<file path="src/rtl/bnn_conv_engine_if.sv">
// bnn_conv_engine_if: job handshake plus input, output and weight SRAM ports of bnn_conv_engine.
// master = the engine, slave = the host and SRAM side.
interface bnn_conv_engine_if #(
    parameter int DATA_W = 16,
    parameter int ADDR_W = 12
);
    logic              dut_run;
    logic              dut_busy;
    logic [ADDR_W-1:0] dut_sram_read_address;
    logic [DATA_W-1:0] sram_dut_read_data;
    logic [ADDR_W-1:0] dut_sram_write_address;
    logic [DATA_W-1:0] dut_sram_write_data;
    logic              dut_sram_write_enable;
    logic [ADDR_W-1:0] dut_wmem_read_address;
    logic [DATA_W-1:0] wmem_dut_read_data;

    modport master (
        input  dut_run,
        output dut_busy,
        output dut_sram_read_address,
        input  sram_dut_read_data,
        output dut_sram_write_address,
        output dut_sram_write_data,
        output dut_sram_write_enable,
        output dut_wmem_read_address,
        input  wmem_dut_read_data
    );

    modport slave (
        output dut_run,
        input  dut_busy,
        input  dut_sram_read_address,
        output sram_dut_read_data,
        input  dut_sram_write_address,
        input  dut_sram_write_data,
        input  dut_sram_write_enable,
        input  dut_wmem_read_address,
        output wmem_dut_read_data
    );
endinterface

</file>
<file path="src/rtl/bnn_conv_engine.sv">
// bnn_conv_engine: streams binary matrices from SRAM through one 3x3 XNOR-popcount kernel.
// Build option: define CONV_ZERO_PAD_EN for zero-padded "same" output (N rows of N bits per matrix).
module bnn_conv_engine #(
    parameter int                DATA_W    = 16,
    parameter int                ADDR_W    = 12,
    parameter logic [ADDR_W-1:0] WMEM_ADDR = ADDR_W'(1),
    parameter int                THRESH    = 5,
    parameter logic [DATA_W-1:0] TERM_WORD = DATA_W'(16'h00FF)
) (
    input logic               clk,
    input logic               reset,
    bnn_conv_engine_if.master bus
);

    localparam int CW = 6;
`ifdef CONV_ZERO_PAD_EN
    localparam bit PAD = 1'b1;
`else
    localparam bit PAD = 1'b0;
`endif
    localparam logic [CW-1:0] FILL_LAST = PAD ? CW'(0) : CW'(1);

    typedef enum logic [2:0] {
        S_IDLE,
        S_WFETCH,
        S_HDR,
        S_FILL,
        S_OUT,
        S_DONE
    } state_t;

    state_t            state;
    state_t            state_nxt;
    logic [ADDR_W-1:0] rd_addr;
    logic [ADDR_W-1:0] wr_addr;
    logic [ADDR_W-1:0] wmem_addr;
    logic [8:0]        w_q;
    logic              w_pending;
    logic [CW-1:0]     n_q;
    logic [CW-1:0]     row_cnt;
    logic [DATA_W-1:0] win0;
    logic [DATA_W-1:0] win1;

    logic [CW-1:0]     hdr_n;
    logic              hdr_ok;
    logic [CW-1:0]     out_n;
    logic [CW-1:0]     out_last;
    logic [DATA_W-1:0] row_in;
    logic [2:0][DATA_W+1:0] ext;
    logic [8:0]        taps;
    logic [DATA_W-1:0] conv_bits;
    logic              write_en;
    logic              wmem_unused;

    function automatic logic [3:0] popcount9(input logic [8:0] v);
        logic [3:0] s;
        s = '0;
        for (int k = 0; k < 9; k++) s = s + {3'b000, v[k]};
        return s;
    endfunction

    assign wmem_unused = &{1'b0, bus.wmem_dut_read_data[DATA_W-1:9]};

    assign hdr_n    = {{(CW-5){1'b0}}, bus.sram_dut_read_data[4:0]};
    assign hdr_ok   = (bus.sram_dut_read_data != TERM_WORD) &&
                      (hdr_n >= CW'(3)) && (hdr_n <= CW'(DATA_W));
    assign out_n    = PAD ? n_q : n_q - CW'(2);
    assign out_last = PAD ? n_q : n_q - CW'(1);

    // Incoming row trimmed to N columns; the padded build's extra flush cycle sees an all-zero row.
    always_comb begin
        row_in = '0;
        for (int c = 0; c < DATA_W; c++)
            row_in[c] = bus.sram_dut_read_data[c] && (CW'(c) < n_q);
        if (PAD && row_cnt == n_q) row_in = '0;
    end

    // ext[i][c+j] is element (row i of the window, column c+j-offset); padding shifts in a zero column.
    always_comb begin
        ext[0]    = PAD ? {1'b0, win0, 1'b0}   : {2'b00, win0};
        ext[1]    = PAD ? {1'b0, win1, 1'b0}   : {2'b00, win1};
        ext[2]    = PAD ? {1'b0, row_in, 1'b0} : {2'b00, row_in};
        taps      = '0;
        conv_bits = '0;
        for (int c = 0; c < DATA_W; c++) begin
            for (int i = 0; i < 3; i++)
                for (int j = 0; j < 3; j++)
                    taps[3*i+j] = ext[i][c+j];
            conv_bits[c] = (popcount9(~(taps ^ w_q)) >= 4'(THRESH)) && (CW'(c) < out_n);
        end
    end

    always_ff @(posedge clk) begin
        if (reset) state <= S_IDLE;
        else       state <= state_nxt;
    end

    // NOTE: every signal driven here gets a default first so no path leaves it unassigned (no latch).
    always_comb begin
        state_nxt    = state;
        bus.dut_busy = 1'b0;
        write_en     = 1'b0;
        case (state)
            S_IDLE: begin
                if (bus.dut_run) state_nxt = S_WFETCH;
            end
            S_WFETCH: begin
                bus.dut_busy = 1'b1;
                state_nxt    = S_HDR;
            end
            S_HDR: begin
                bus.dut_busy = 1'b1;
                state_nxt    = hdr_ok ? S_FILL : S_DONE;
            end
            S_FILL: begin
                bus.dut_busy = 1'b1;
                if (row_cnt == FILL_LAST) state_nxt = S_OUT;
            end
            S_OUT: begin
                bus.dut_busy = 1'b1;
                write_en     = !reset;
                if (row_cnt == out_last) state_nxt = S_HDR;
            end
            S_DONE: begin
                state_nxt = S_IDLE;
            end
            default: state_nxt = S_IDLE;
        endcase
        bus.dut_sram_write_enable  = write_en;
        bus.dut_sram_write_address = write_en ? wr_addr : '0;
        bus.dut_sram_write_data    = write_en ? conv_bits : '0;
    end

    assign bus.dut_sram_read_address = rd_addr;
    assign bus.dut_wmem_read_address = wmem_addr;

    // The read pointer advances every streaming cycle, so data always belongs to the previous address.
    // NOTE: registered state uses non-blocking assignments so all updates see pre-edge values.
    always_ff @(posedge clk) begin
        if (reset) begin
            rd_addr   <= '0;
            wr_addr   <= '0;
            wmem_addr <= '0;
            w_q       <= '0;
            w_pending <= 1'b0;
            n_q       <= '0;
            row_cnt   <= '0;
            win0      <= '0;
            win1      <= '0;
        end else begin
            case (state)
                S_IDLE: begin
                    if (bus.dut_run) begin
                        rd_addr   <= '0;
                        wr_addr   <= '0;
                        wmem_addr <= WMEM_ADDR;
                    end
                end
                S_WFETCH: begin
                    rd_addr   <= rd_addr + ADDR_W'(1);
                    w_pending <= 1'b1;
                end
                S_HDR: begin
                    rd_addr <= rd_addr + ADDR_W'(1);
                    if (w_pending) begin
                        w_q       <= bus.wmem_dut_read_data[8:0];
                        w_pending <= 1'b0;
                    end
                    n_q     <= hdr_n;
                    row_cnt <= '0;
                    win0    <= '0;
                    win1    <= '0;
                end
                S_FILL: begin
                    rd_addr <= rd_addr + ADDR_W'(1);
                    row_cnt <= row_cnt + CW'(1);
                    win0    <= win1;
                    win1    <= row_in;
                end
                S_OUT: begin
                    // The padded build holds the pointer one cycle so the next header lands in HDR.
                    if (!(PAD && row_cnt == n_q - CW'(1))) rd_addr <= rd_addr + ADDR_W'(1);
                    row_cnt <= row_cnt + CW'(1);
                    win0    <= win1;
                    win1    <= row_in;
                    wr_addr <= wr_addr + ADDR_W'(1);
                end
                S_DONE: begin
                    rd_addr   <= '0;
                    wmem_addr <= '0;
                end
                default: ;
            endcase
        end
    end

endmodule

</file>
<file path="src/flat_wrapper.sv">
// flat-port wrapper written by rule: the top's interface ports become plain ports
module bnn_conv_engine_flat 
#(
    parameter int                DATA_W    = 16,
    parameter int                ADDR_W    = 12,
    parameter logic [ADDR_W-1:0] WMEM_ADDR = ADDR_W'(1),
    parameter int                THRESH    = 5,
    parameter logic [DATA_W-1:0] TERM_WORD = DATA_W'(16'h00FF)
)
  (clk, reset, bus_dut_run, bus_dut_busy, bus_dut_sram_read_address, bus_sram_dut_read_data, bus_dut_sram_write_address, bus_dut_sram_write_data, bus_dut_sram_write_enable, bus_dut_wmem_read_address, bus_wmem_dut_read_data);
  bnn_conv_engine_if #(.DATA_W(DATA_W), .ADDR_W(ADDR_W)) bus_i ();
  input logic clk;
  input logic reset;
  input wire logic [$bits(bus_i.dut_run)-1:0] bus_dut_run;
  output wire logic [$bits(bus_i.dut_busy)-1:0] bus_dut_busy;
  output wire logic [$bits(bus_i.dut_sram_read_address)-1:0] bus_dut_sram_read_address;
  input wire logic [$bits(bus_i.sram_dut_read_data)-1:0] bus_sram_dut_read_data;
  output wire logic [$bits(bus_i.dut_sram_write_address)-1:0] bus_dut_sram_write_address;
  output wire logic [$bits(bus_i.dut_sram_write_data)-1:0] bus_dut_sram_write_data;
  output wire logic [$bits(bus_i.dut_sram_write_enable)-1:0] bus_dut_sram_write_enable;
  output wire logic [$bits(bus_i.dut_wmem_read_address)-1:0] bus_dut_wmem_read_address;
  input wire logic [$bits(bus_i.wmem_dut_read_data)-1:0] bus_wmem_dut_read_data;
  assign bus_i.dut_run = bus_dut_run;
  assign bus_dut_busy = bus_i.dut_busy;
  assign bus_dut_sram_read_address = bus_i.dut_sram_read_address;
  assign bus_i.sram_dut_read_data = bus_sram_dut_read_data;
  assign bus_dut_sram_write_address = bus_i.dut_sram_write_address;
  assign bus_dut_sram_write_data = bus_i.dut_sram_write_data;
  assign bus_dut_sram_write_enable = bus_i.dut_sram_write_enable;
  assign bus_dut_wmem_read_address = bus_i.dut_wmem_read_address;
  assign bus_i.wmem_dut_read_data = bus_wmem_dut_read_data;
  bnn_conv_engine #(.DATA_W(DATA_W), .ADDR_W(ADDR_W), .WMEM_ADDR(WMEM_ADDR), .THRESH(THRESH), .TERM_WORD(TERM_WORD)) u_core (.clk(clk), .reset(reset), .bus(bus_i));
endmodule
</file>
<file path="config.mk">
export PLATFORM = sky130hd
export DESIGN_NAME = bnn_conv_engine_flat
export DESIGN_NICKNAME = d
export VERILOG_FILES = /design/src/rtl/bnn_conv_engine_if.sv /design/src/rtl/bnn_conv_engine.sv /design/src/flat_wrapper.sv
export SDC_FILE = /design/constraint.sdc
export NUM_CORES = 1
export LEC_CHECK = 0
export ABC_AREA = 1
export CAP_MARGIN = 20
export CORE_MARGIN = 4
export CORE_UTILIZATION = 28
export CTS_CLUSTER_DIAMETER = 100
export DETAILED_ROUTE_END_ITERATION = 10
export MAX_ROUTING_LAYER = met4
export SKIP_LAST_GASP = 1
export SLEW_MARGIN = 20
export SYNTH_ARGS = -nofsm -noshare
export SYNTH_HDL_FRONTEND = slang
export SYNTH_SLANG_ARGS = --single-unit
</file>
<file path="constraint.sdc">
create_clock -name clk -period 5.2 [get_ports clk]
set_input_delay 0.78 -clock clk [delete_from_list [all_inputs] [get_ports clk]]
set_output_delay 0.78 -clock clk [all_outputs]
set_load 0.1 [all_outputs]
</file>
==> metrics.md, run 1 <==
| Metric | Value |
|---|---|
| Outcome | `finished clean` |
| Antenna Violating Nets Remaining | `0` |
| Synth top area cells | `dfxtp_1, fa_1, ha_1, xor2_1, inv_1` |
| DIE AREA | `36230 um2` |
| Layout cells sized above 1 | `0.1275` |
| Clk_lat worst skew | `0.36 ns` |
| TritonCTS clock tree | `built` |
| Final Max Tran Viols | `0` |
| Avg Cell Area, Syn | `7.950 um2` |
| Clk buf depth | `2` |
| Cell Area, Synth | `9309 um2` |
| Via count | `7643` |
| Combinational power share | `0.799` |
| Headroom to the max-slew limit | `0.2959` |
| Initial Util | `0.2847` |
| Synth top area share | `0.1742` |
| Yosys reg bits | `81` |
| Final Setup Violations | `0` |
| Worst slack, placed | `-0.01826 ns` |
| Final wirelength | `24920 um` |
| Power per cell area | `607.2 nW/um2` |
| GRT Residual Overflow | `0` |
| Ys flop type | `dfxtp_1` |
| Max Clk Rate | `192.7 MHz` |
| Crit Path Max Fanout | `8` |
| H-tree Lvls | `3` |
| Largest net degree at the start of global routing | `48` |
| Core area | `32700 um2` |
| PortBufs | `70` |
| Routed len/inst | `14.77 um` |
| Fillers | `3401` |
| Sequential share of the synthesized area | `0.1742` |
| Psw | `3.618 mW` |
| Post-synth ARST share | `0` |
| Area grow syn2layout | `21.87%` |
| Post-route DRC violation count | `0` |
| Final Hold Fails | `0` |
| Reg2Reg Setup Slack | `3.13 ns` |
| Post-synth top cells | `inv_1, nand2_1, ha_1, xor2_1, nor2_1` |
| Slowest cell on the critical path | `fa_1` |
| GPL Wtd Cong | `0.8242` |
| Die X-Extent | `190.3 um` |
| Sink Count | `81` |
| Int Pwr | `3.270 mW` |
| Synth Instances | `1171` |
| Critical path class | `flip-flop to output pin` |
| Final WS setup | `0.009725 ns` |
| CTS Root Cell | `clkbuf_16` |
| Cell variety after synth | `48` |
| RSZ-0062 raised after global routing | `yes` |
| DRT iter0 DRCs | `424` |
| Warnings from Yosys | `0` |
| FP Rows | `66` |
| Slew at the pin closest to its max-slew limit | `1.055 ns` |
| CP endpoint kind | `output pin` |
| Layout Skew | `0.008575 ns` |
| Final instance area | `11340 um2` |
| Worst path arrival time | `4.41 ns` |
| DP Area | `10740 um2` |
| Crit-path cells | `bufbuf_16 -> xnor2_2 -> ha_1 -> inv_1 -> fa_1 -> fa_1 -> fa_1 -> inv_1 -> ha_1 -> inv_1 -> fa_1 -> inv_1 -> o21ai_1 -> o22ai_1 -> nor2_1 -> nor3_4 -> buf_12` |
| Final period util | `0.9981` |
| CP required | `4.42 ns` |
| Vias per cell | `4.531` |
| Largest area contributor in the netlist | `dfxtp_1` |
| I/O Pins | `89` |
| Fin nets | `1458` |
| Vias in the first global route | `7733` |
| Dpl hpwl | `19100 um` |
| Clk pwr share | `0.092` |
| Peak VDD IR | `0.0003267 V` |
| Hold Crit Class | `flip-flop to flip-flop` |
| Total CTS buffers | `9` |
| First-pass GRT wire length | `40130 um` |
| Post-synth EDFFs | `0` |
| Drt pass-1 iters | `5` |
| Sw Ratio | `0.5252` |
| Maxcap violations | `0` |
| P_leak | `4.839 nW` |
| Final Critical Period | `5.190 ns` |
| CP startpoint kind | `flip-flop` |
| Largest stage delay, worst path | `0.51 ns` |
| Global-route usage over all layers | `0.1420` |
| Top-count cell post-synth | `inv_1` |
| Worst-path clk slew | `0.07 ns` |
| Chip Height | `190.3 um` |
| Initial antenna violation count | `6` |
| Reg power frac | `0.109` |
sequential cells by signal, indices dropped and copies added, names as in the netlist:
name                              flops
u_core.bus.dut_sram_read_address     12
u_core.wr_addr                       12
u_core.w_pending                      1
u_core.state                          3
u_core.row_cnt                        6
u_core.win1                          16
u_core.bus.dut_wmem_read_address      1
u_core.n_q                            5
u_core.w_q                            9
u_core.win0                          16
critical path: cells and delay by family, from the launching register on:
| kind | cells | cell delay (ns) |
|---|---|---|
| fa+ha+maj | 6 | 2.35 |
| buf+inv | 6 | 0.74 |
| flops | 1 | 0.37 |
| simple gates | 2 | 0.29 |
| compound gates | 2 | 0.15 |
| xor+xnor | 1 | 0.14 |
power by group through the flow:
| stage | combinational [mW] | clock [mW] | sequential [mW] |
|---|---|---|---|
| after floorplan | 3.95 | 0 | 0.812 |
| after global placement | 4.89 | 0 | 0.761 |
| after detailed placement | 5.13 | 0 | 0.763 |
| after CTS | 5.28 | 0.650 | 0.751 |
| after global routing | 6.34 | 0.671 | 0.761 |
| final | 5.50 | 0.632 | 0.752 |
cells in the final DEF, fill, tap and decap left out, types with 14 or more instances in the layout:
master           count
a21oi_1             83
buf_12              19
buf_4               27
clkdlybuf4s50_1     52
dfxtp_1             78
fa_1                80
ha_1               100
inv_1              190
nand2_1            155
nand3_1             38
nor2_1              74
nor2_2              14
o21ai_0             32
o22ai_1             14
xnor2_1             43
xor2_1              88
per-stage QoR:
stage	std cells	total power, mW	utilization	hold slack [ns]	setup TNS (ns)
6_report	1687	6.889	0.3469	0.4649	0
5_1_grt	1687	7.774	0.3469	0.5005	-1.756
4_1_cts	1680	6.677	0.3419	0.4716	-0.2795
3_5_place_dp	1658	5.898	0.3285	0.4597	-0.02413
3_3_place_gp	1658	5.647	0.3285	0.4549	-0.0008975
2_1_floorplan	1181	4.758	-	0.4504	0
final timing paths:
check,startpoint,depth (start not counted),end
worst max-delay path,u_core.w_q[0],17,bus_dut_sram_write_data[10]
worst max register to register,u_core.state[0],6,u_core.row_cnt[3]
worst min-delay path,u_core.bus.dut_sram_read_address[8],2,u_core.bus.dut_sram_read_address[8]
worst min register to register,u_core.bus.dut_sram_read_address[8],2,u_core.bus.dut_sram_read_address[8]
timing repair:
action	4_1_cts	5_1_grt
endpoints found under the setup margin	11	16
pin swaps	27	66
gates resized for setup	21	39
hold buffers	0	0
setup buffers	5	1
cloned	1	0
cell type report:
cell class	count	area (um2)	share of cell area
Multi-Input combinational cell	835	6939	0.6117
Sequential cell	81	1628	0.1435
Timing Repair Buffer	101	1154	0.1017
Inverter	206	773.2	0.06816
Tap cell	442	553.0	0.04875
Clock buffer	9	225.2	0.01985
Clock inverter	7	57.56	0.005073
Antenna cell	6	15.01	0.001323
per-layer routing:
metal,global-route usage,share of wire,vias to the layer above
li1,-,-,3771
met1,0.1908,0.46,3655
met2,0.2221,0.47,188
met3,0.03295,0.053,29
met4,0.02624,0.015,0
met5,-,0,-
kinds of logic after synthesis:
kind of cell,Yosys count,synth area share
AOI/OAI and AO/OA,172,0.1060
adders and majority gates,189,0.3185
buffers and inverters,265,0.1179
DFF,81,0.1742
other,1,0.0004028
xor gates and xnor gates,141,0.1327
and+or+nand+nor,322,0.1503
(Power assumes the default switching activity.)
==> inputs of run 2 (changes only) <==
--- a/config.mk
+++ b/config.mk
@@ -11,6 +11,7 @@
 export CORE_UTILIZATION = 28
 export CTS_CLUSTER_DIAMETER = 100
 export DETAILED_ROUTE_END_ITERATION = 10
+export GPL_ROUTABILITY_DRIVEN = 0
 export MAX_ROUTING_LAYER = met4
 export SKIP_LAST_GASP = 1
 export SLEW_MARGIN = 20
==> results of run 2 <==
Same layout as run 1: the final DEF is identical, and so are final timing and power.
